File: src/rtl/packed_requantize.sv
// Requantizes packed 2W-bit accumulators to W-bit saturated values, one element per clock.
// Optional fused ReLU: define PACKED_REQUANTIZE_RELU_EN.
module packed_requantize #(
    parameter int unsigned W     = 16,
    parameter int unsigned D     = 16,
    parameter int unsigned SHIFT = 8
) (
    input  logic             clk,
    input  logic             rst,
    input  logic [2*D*W-1:0] packed_in,
    input  logic             in_v,
    output logic [D*W-1:0]   packed_out,
    output logic             out_v,
    output logic             busy
);

    localparam int unsigned IdxW = (D > 1) ? $clog2(D) : 1;
    localparam int unsigned AccW = 2 * W;

    localparam logic signed [AccW-1:0] SatMax = {{(W + 1){1'b0}}, {(W - 1){1'b1}}};
    localparam logic signed [AccW-1:0] SatMin = {{(W + 1){1'b1}}, {(W - 1){1'b0}}};
    localparam logic [W-1:0]           OutMax = {1'b0, {(W - 1){1'b1}}};
    localparam logic [W-1:0]           OutMin = {1'b1, {(W - 1){1'b0}}};

    typedef enum logic [0:0] {
        StIdle,
        StProc
    } state_e;

    state_e              state_q, state_d;
    logic [IdxW-1:0]     idx_q, idx_d;
    logic                in_v_prev_q, in_v_prev_d;
    logic [2*D*W-1:0]    hold_q, hold_d;
    logic [D*W-1:0]      shadow_q, shadow_d;
    logic [D*W-1:0]      out_q, out_d;
    logic                out_v_q, out_v_d;
    logic                busy_q, busy_d;

    logic [AccW-1:0]        acc;
    logic signed [AccW-1:0] acc_s;
    logic signed [AccW-1:0] shifted;
    logic [W-1:0]           sat_res;
    logic [W-1:0]           res;
    logic                   last;
    logic                   accept;

    // Shared datapath: select the element addressed by idx from the holding register.
    always_comb begin
        acc = '0;
        for (int k = 0; k < D; k++) begin
            if (idx_q == IdxW'(k)) begin
                acc = hold_q[(D - 1 - k) * AccW +: AccW];
            end
        end
    end

    always_comb begin
        acc_s   = acc;
        shifted = acc_s >>> SHIFT;
        if (shifted > SatMax) begin
            sat_res = OutMax;
        end else if (shifted < SatMin) begin
            sat_res = OutMin;
        end else begin
            sat_res = shifted[W-1:0];
        end
    end

`ifdef PACKED_REQUANTIZE_RELU_EN
    always_comb begin
        res = sat_res[W-1] ? '0 : sat_res;
    end
`else
    always_comb begin
        res = sat_res;
    end
`endif

    assign last   = (idx_q == IdxW'(D - 1));
    assign accept = in_v && !in_v_prev_q;

    always_comb begin
        state_d     = state_q;
        idx_d       = idx_q;
        in_v_prev_d = in_v;
        hold_d      = hold_q;
        shadow_d    = shadow_q;
        out_d       = out_q;
        out_v_d     = 1'b0;
        busy_d      = busy_q;

        unique case (state_q)
            StIdle: begin
                if (accept) begin
                    hold_d  = packed_in;
                    idx_d   = '0;
                    busy_d  = 1'b1;
                    state_d = StProc;
                end
            end
            StProc: begin
                for (int k = 0; k < D; k++) begin
                    if (idx_q == IdxW'(k)) begin
                        shadow_d[(D - 1 - k) * W +: W] = res;
                    end
                end
                if (last) begin
                    // Whole vector published on one edge, final element merged in.
                    out_d   = shadow_d;
                    out_v_d = 1'b1;
                    busy_d  = 1'b0;
                    idx_d   = '0;
                    state_d = StIdle;
                end else begin
                    idx_d = idx_q + 1'b1;
                end
            end
            default: begin
                state_d = StIdle;
            end
        endcase
    end

    always_ff @(posedge clk) begin
        if (rst) begin
            state_q     <= StIdle;
            idx_q       <= '0;
            in_v_prev_q <= 1'b0;
            hold_q      <= '0;
            shadow_q    <= '0;
            out_q       <= '0;
            out_v_q     <= 1'b0;
            busy_q      <= 1'b0;
        end else begin
            state_q     <= state_d;
            idx_q       <= idx_d;
            in_v_prev_q <= in_v_prev_d;
            hold_q      <= hold_d;
            shadow_q    <= shadow_d;
            out_q       <= out_d;
            out_v_q     <= out_v_d;
            busy_q      <= busy_d;
        end
    end

    assign packed_out = out_q;
    assign out_v      = out_v_q;
    assign busy       = busy_q;

endmodule

File: config.mk
export PLATFORM = sky130hd
export DESIGN_NAME = packed_requantize
export DESIGN_NICKNAME = d
export VERILOG_FILES = /design/src/rtl/packed_requantize.sv
export SDC_FILE = /design/constraint.sdc
export NUM_CORES = 2
export LEC_CHECK = 0
export BUFFER_PORTS_ARGS = -buffer_cell sky130_fd_sc_hd__buf_2
export CAP_MARGIN = 10
export CORE_AREA = 2 2 297 299
export CTS_CLUSTER_SIZE = 14
export DETAILED_ROUTE_END_ITERATION = 8
export DIE_AREA = 0 0 299 301
export HOLD_SLACK_MARGIN = 0.06
export PLACE_DENSITY = 0.61
export SLEW_MARGIN = 10
export SYNTH_ARGS = -nofsm -noshare
export SYNTH_HDL_FRONTEND = slang
export SYNTH_SLANG_ARGS = --single-unit
File: constraint.sdc
create_clock -name clk -period 3.7 [get_ports clk]
set_clock_uncertainty 0.1 [all_clocks]
set_input_delay 0.37 -clock clk [delete_from_list [all_inputs] [get_ports clk]]
set_output_delay 0.37 -clock clk [all_outputs]
set_load 0.02 [all_outputs]
==> After elaboration in Yosys (flattened, before gate mapping) <==
Cells that the tools add are included.
{ "totals": {"regBits": 1032, "elab_cells": 80} }
{ "classes": {"addsub": 1, "n_lt_le_gt_ge": 2, "eq_ne": 17, "muxes": 44, "n_bitwise": 1, "reduce_logical": 7} }
{ "ops": {"columns": ["operator", "count"], "rows": [
  ["two-way mux 32 bit", 16],
  ["two-way mux 16 bit", 18],
  ["== test 4 bit (second input constant)", 8],
  ["greater-than comparator 24 x 16 -> 1 bit (second input constant)", 1],
  ["less-than comparator 24 x 16 -> 1 bit (second input constant)", 1],
  ["== test 4 x 3 -> 1 bit (second input constant)", 4],
  ["== test 4 x 2 -> 1 bit (second input constant)", 2],
  ["two-way mux 4 bit", 2],
  ["one-hot mux 4 bit (2 select lines)", 1],
  ["AND reduction 2 bit", 3],
  ["two-way mux 1 bit", 5],
  ["adder 4 x 1 -> 4 bit (second input constant)", 1],
  ["== test 4 x 1 -> 1 bit (second input constant)", 1],
  ["zero test 4 bit", 1],
  ["one-hot mux 1 bit (2 select lines)", 2],
  ["!= test 2 x 1 -> 1 bit (second input constant)", 1],
  ["!= test 2 bit (second input constant)", 1],
  ["OR reduction 2 bit", 1],
  ["logical AND 1 bit", 1],
  ["zero test 1 bit", 1],
  ["NOT 1 bit", 1]
]} }

==> Longest topological paths before layout <==
{ "depth": {"depth_word": 21, "depth_mapped": 17, "ltp_nobuf": 10} }

==> Worst setup path after synthesis <==
No wires, ideal clock.
{ "synth_path": {"path_type": "flip-flop to flip-flop", "startpoint": "reg idx_q[0]", "endpoint": "reg shadow_q[196]", "setup_ns": 0.137, "arrival_time_ns": 3.290, "setup_slack_ns": 0.173, "path_stages_with_launch": 15, "path_buffers": 4, "path_cell_list": "dfxtp_1 > inv_1 > ha_1 > buf_2 > buf_2 > a211oi_1 > o22ai_1 > a2111oi_0 > o32ai_1 > or4_1 > o31a_1 > o31ai_4 > buf_2 > buf_2 > a311oi_1"} }
{ "synth_via": {"elab_chain_len": 21, "word_cells_on_any_way": 37, "classes_between": "order compare (2); eq/ne (15); mux (19); reduce/logical (1)"} }
{ "synth_rtl": {"columns": ["item", "line", "rtl"], "rows": [
  ["start: declaration", "31", "logic [IdxW-1:0] idx_q, idx_d;"],
  ["start signal: assignment", "136", "idx_q <= idx_d;"],
  ["zero test 4 bit", "51", "if (idx_q == IdxW'(k)) begin"],
  ["two-way mux 32 bit (16 in series)", "51", null],
  ["less-than comparator 24 x 16 -> 1 bit", "62", "end else if (shifted < SatMin) begin"],
  ["two-way mux 16 bit", "62", null],
  ["two-way mux 16 bit", "60", "if (shifted > SatMax) begin"],
  ["two-way mux 16 bit (*)", "103", "if (idx_q == IdxW'(k)) begin"],
  ["end signal: assignment", "139", "shadow_q <= shadow_d;"],
  ["end: declaration", "34", "logic [D*W-1:0] shadow_q, shadow_d;"]
]} }
Every way passes the cells marked *; elsewhere a longest branch is shown, timed or not.
A chain may end at the register's enable or synchronous reset.

==> Worst setup path after layout <==
{ "layout_path": {"startpoint": "reg idx_q[0]", "endpoint": "reg shadow_q[246]"} }
{ "layout_via": {"elab_chain_len": 21, "word_cells_on_any_way": 37, "classes_between": "order compare (2); eq/ne (15); mux (19); reduce/logical (1)"} }
{ "layout_rtl": {"columns": ["item", "line"], "rows": [
  ["zero test 4 bit", "51, 103"],
  ["two-way mux 32 bit (16 in series)", "51"],
  ["less-than comparator 24 x 16 -> 1 bit", "62"],
  ["two-way mux 16 bit", "62"],
  ["two-way mux 16 bit", "60"],
  ["two-way mux 16 bit (*)", "103"]
]} }
Marks and branches as above.

==> Flow_metrics.wiki <==
{| class="wikitable"
! Metric !! Value
|-
| Core outline area || 0.08648 mm^2
|-
| Synthesis-to-layout area growth || 44.80%
|-
| Effective utilization at floorplan || 37.73%
|-
| Largest net degree at the start of global routing || 127
|-
| Smallest setup slack after layout || -0.1192 ns
|-
| Total number of H-tree levels || 3
|-
| Final GP Congestion || 0.8850
|-
| Gate count after technology mapping || 3229
|-
| Summed instance area of the synthesized netlist || 0.03263 mm^2
|-
| Buffers on Ports || 644
|-
| Kind of cell adding the most delay to the critical path || compound AO/OA/AOI/OAI gates
|-
| Layout cell share with drive strength beyond 1 || 27.75%
|-
| Clock power frac || 42.0%
|-
| Result of the run || finished, violations left
|-
| Failing checks || negative setup slack
|-
| Area enclosed by the die boundary || 0.09000 mm^2
|-
| Share of power burned in registers || 42.6%
|-
| # nets final || 4761
|-
| Worst-skew pair later-pin latency || 0.66 ns
|-
| Clock Tree Buf Depth || 3
|-
| Post-route design area || 0.04725 mm^2
|-
| Die W || 299 um
|-
| Count of maximum capacitance violations || 0
|-
| Count of warnings emitted by yosys || 0
|-
| Power share of the combinational group || 15.4%
|-
| Area of combinational cells with multiple inputs || 0.01418 mm^2
|-
| Slowest cell on crit path || or4_1
|-
| Site row count || 108
|-
| Grt ovf || 0
|-
| DR vias || 31210
|-
| Number of antenna violations at the first check in global routing || 14
|-
| Total global-route track usage || 27.07%
|-
| Placed inst area || 0.03842 mm^2
|-
| Count of antenna-violating nets left after detailed routing || 0
|-
| Final setup fails || 265
|-
| Internal Power || 0.01751 W
|-
| Remaining routing DRC violations || 0
|-
| Power density normalized to cell area || 499.1 mW/mm^2
|-
| Number of register bits inferred by synthesis || 888
|-
| Placed cell count || 4869
|-
| FMAX || 261.8 MHz
|-
| Cell leakage power || 19.05 nW
|-
| Element type at the critical path end || register
|-
| Actual slew at the worst max-slew pin || 1.133 ns
|-
| Critical Setup Path Class || register to register
|-
| CTS Buf Count || 95
|-
| Sort of element at the start of the critical path || register
|-
| Setup repair after global routing missed its margin || yes
|-
| CTS tree || yes
|-
| Number of enable-type register cells in the synthesized netlist || 0
|-
| Estimated wirelength of the detail-placed design || 83320 um
|-
| Fraction of the cycle the final worst path needs || 103.2%
|-
| Ordered list of cells on the worst path || buf_6, ha_4, buf_8, clkbuf_16, nand3b_1, a221oi_4, a2111oi_4, o32ai_4, or4_1, o31a_1, o31ai_4, buf_12, buf_12, clkbuf_16, a311oi_1
|-
| Mean instance size in the synthesized netlist || 10.10 um^2
|-
| Power spent charging and discharging nets || 0.006068 W
|-
| Top fanout value on the critical path || 8
|-
| Root buffer cell || clkbuf_16
|-
| Final critical delay including setup and external delays || 3.819 ns
|-
| Primary FF master, synth || dfxtp_1
|-
| Reg clk slew, reported paths || 0.06 ns
|-
| Hold Slack || 0.3457 ns
|-
| Largest stage delay, worst path || 0.54 ns
|-
| Clock sink total || 888
|-
| Number of iterations in the first detailed-routing pass || 5
|-
| Final max-slew violation count || 0
|-
| Iteration-0 DRC Markers || 2630
|-
| Reg area || 0.01779 mm^2
|-
| Async set-or-reset flop fraction in the synthesized netlist || 0%
|-
| Post-route non-filler standard cell count || 5487
|-
| Wire length of the first global-routing pass || 188300 um
|-
| Per-cell routed wire length || 23.85 um
|-
| Worst vdd ir || 0.3558 mV
|-
| Total design power || 0.02358 W
|-
| Fill cell instance count of the final layout || 7501
|-
| Switching power as a share of total power || 25.74%
|-
| Type of the most critical hold path || register to register
|-
| Avg Vias per Cell || 5.689
|-
| Global routing met2 resource utilization || 43.52%
|-
| Die Span Y || 301 um
|-
| Vias in the first global route || 29710
|-
| Number of top-level design ports || 773
|-
| Count of buffering cells on the critical path with inverters included || 6
|-
| Distinct cell type count of the synthesized netlist || 58
|-
| Busiest metal layer after global routing || met2
|-
| Worst endpoint data arrival time || 4.19 ns
|-
| M3 GR Usage || 5.115%
|-
| Post-Route WL || 130900 um
|-
| Hold Vio Cnt, Final || 0
|-
| Post-synthesis sequential area ratio || 54.48%
|-
| Data required time at the worst endpoint || 4.08 ns
|-
| Worst slew margin relative to its limit || 24.48%
|-
| Total negative slack || -19.14 ns
|-
| Global Route met1 Usage || 36.34%
|-
| Synthesized netlist net count || 3748
|}
-- power by group through the flow --
stage | clock network (W) | logic [W] | registers [W]
after CTS | 0.0100 | 0.00298 | 0.0100
final | 0.00989 | 0.00364 | 0.0100
after global placement | 0 | 0.00236 | 0.0102
after floorplan | 0 | 0.00119 | 0.0102
after detailed placement | 0 | 0.00236 | 0.0102
after global routing | 0.0104 | 0.00380 | 0.0101
-- layer usage --
| layer | vias to the layer above | part of all wire [%] | wire length (um) |
|---|---|---|---|
| met5 | - | 0.034 | 45 |
| met4 | 8 | 3.7 | 4889 |
| met3 | 281 | 7.5 | 9793 |
| met2 | 1453 | 46 | 59930 |
| met1 | 15030 | 43 | 56200 |
| li1 | 14440 | - | - |
-- sequential cells by signal (all words and copies together) (netlist names) --
register,cells
hold_q,384
packed_out,256
shadow_q,240
idx_q,4
busy,1
in_v_prev_q,1
out_v,1
state_q,1
-- worst paths after layout --
check                                                  from                     endpoint  slack (ns)  depth (start not counted)
worst max-delay path                  idx_q[0]$_SDFFE_PP0P_   shadow_q[246]$_SDFFE_PP0P_       -0.12                         15
worst min-delay path            packed_out[79]$_SDFFE_PP0P_  packed_out[79]$_SDFFE_PP0P_        0.35                          2
worst max register to register        idx_q[0]$_SDFFE_PP0P_   shadow_q[246]$_SDFFE_PP0P_       -0.12                         15
worst min register to register  packed_out[79]$_SDFFE_PP0P_  packed_out[79]$_SDFFE_PP0P_        0.35                          2
-- repair_timing --
action                     CTS  global route
cloned                       5            22
hold buffers               387             0
setup endpoints to repair  285           285
pin swaps                    7            16
gates resized for setup     55           106
hold endpoints to repair   417             0
buffers inserted            10            10
-- cell usage after synthesis (all sizes together), types with 3 or more instances --
cell type  count  area share [%]
and3           6            0.12
clkbuf       294             3.4
or3            3           0.058
nor3          12            0.18
a221oi        39             1.0
nand2b         4           0.077
o2bb2ai        6            0.16
a2bb2oi       49             1.3
and2          16            0.31
o32ai         20            0.54
mux2i          6            0.18
o221ai         5            0.13
nand3b        19            0.44
nor2         372             4.3
buf           83             1.2
a211oi        24            0.55
nor2b         19            0.36
o31ai          3            0.11
nand3          7            0.11
inv           39            0.45
or4           16            0.37
a21oi        139             2.1
a22o         553              15
a2111oi        4            0.11
dfxtp        888              54
o21ai         97             1.5
o211ai        19            0.44
a31oi         56             1.1
o22ai         36            0.69
a311oi       242             6.5
nand2         81            0.93
a221o         17            0.52
ha             4            0.15
nor3b         24            0.55
-- layout make-up --
| type | count | share of cell area (%) |
|---|---|---|
| antenna | 11 | 0.05826 |
| clock buffer | 147 | 6.086 |
| clock inverter | 29 | 0.8422 |
| inverter | 40 | 0.3284 |
| multi-input combinational | 1924 | 30.02 |
| sequential | 888 | 37.65 |
| tap | 1155 | 3.059 |
| timing repair buffer | 1293 | 21.96 |
-- worst reg2reg max path, stage by stage, from the launching register on --
cell       delay [ns]
dfxtp_4          0.38
buf_6            0.11
ha_4             0.25
buf_8            0.17
clkbuf_16        0.15
nand3b_1         0.14
a221oi_4         0.09
a2111oi_4        0.37
o32ai_4          0.15
or4_1            0.54
o31a_1           0.33
o31ai_4          0.23
buf_12           0.19
buf_12           0.18
clkbuf_16        0.17
a311oi_1         0.08
-- cell usage in the layout (no fill, tap or decap), types with 17 or more instances in the layout --
cell type      synthesis  final
clkbuf_8               0     27
nor2b_1               19     17
a21oi_1              139    132
inv_1                 39     36
buf_2                 63    643
o32ai_1               20     17
a221o_1               17     17
o21ai_0               85     70
nor3b_1               24     23
a22o_1               553    553
dlygate4sd3_1          0    387
a2bb2oi_1             49     49
nor2_1               372    361
a221oi_1              39     27
buf_12                 0     56
a311oi_1             242    204
a311oi_2               0     38
o211ai_1              19     19
nand2_1               81     80
a31oi_1               56     53
clkbuf_1             294     24
clkbuf_16              0    114
o22ai_1               36     32
dfxtp_1              888    884
buf_4                  3    157
nand3b_1              19     19
a211oi_1              24     21
-- logic make-up after synthesis --
kind of cell	count (synthesis)	share of synthesized area (%)
compound gates	1324	32.04
flops	888	54.48
simple gates	588	8.007
buf+inv	417	5.073
mux	6	0.1841
fa+ha+maj	4	0.1534
xor+xnor	2	0.05370
-- metrics by stage --
step	worst slack (ns)	util, %
after floorplan	0.1725	-
after global placement	-0.2799	44.42
after detailed placement	-0.3364	44.42
after CTS	-0.04065	53.27
after global routing	-0.1827	54.61
final	-0.1192	54.63
Note: power is estimated with default switching activity, not from simulation.
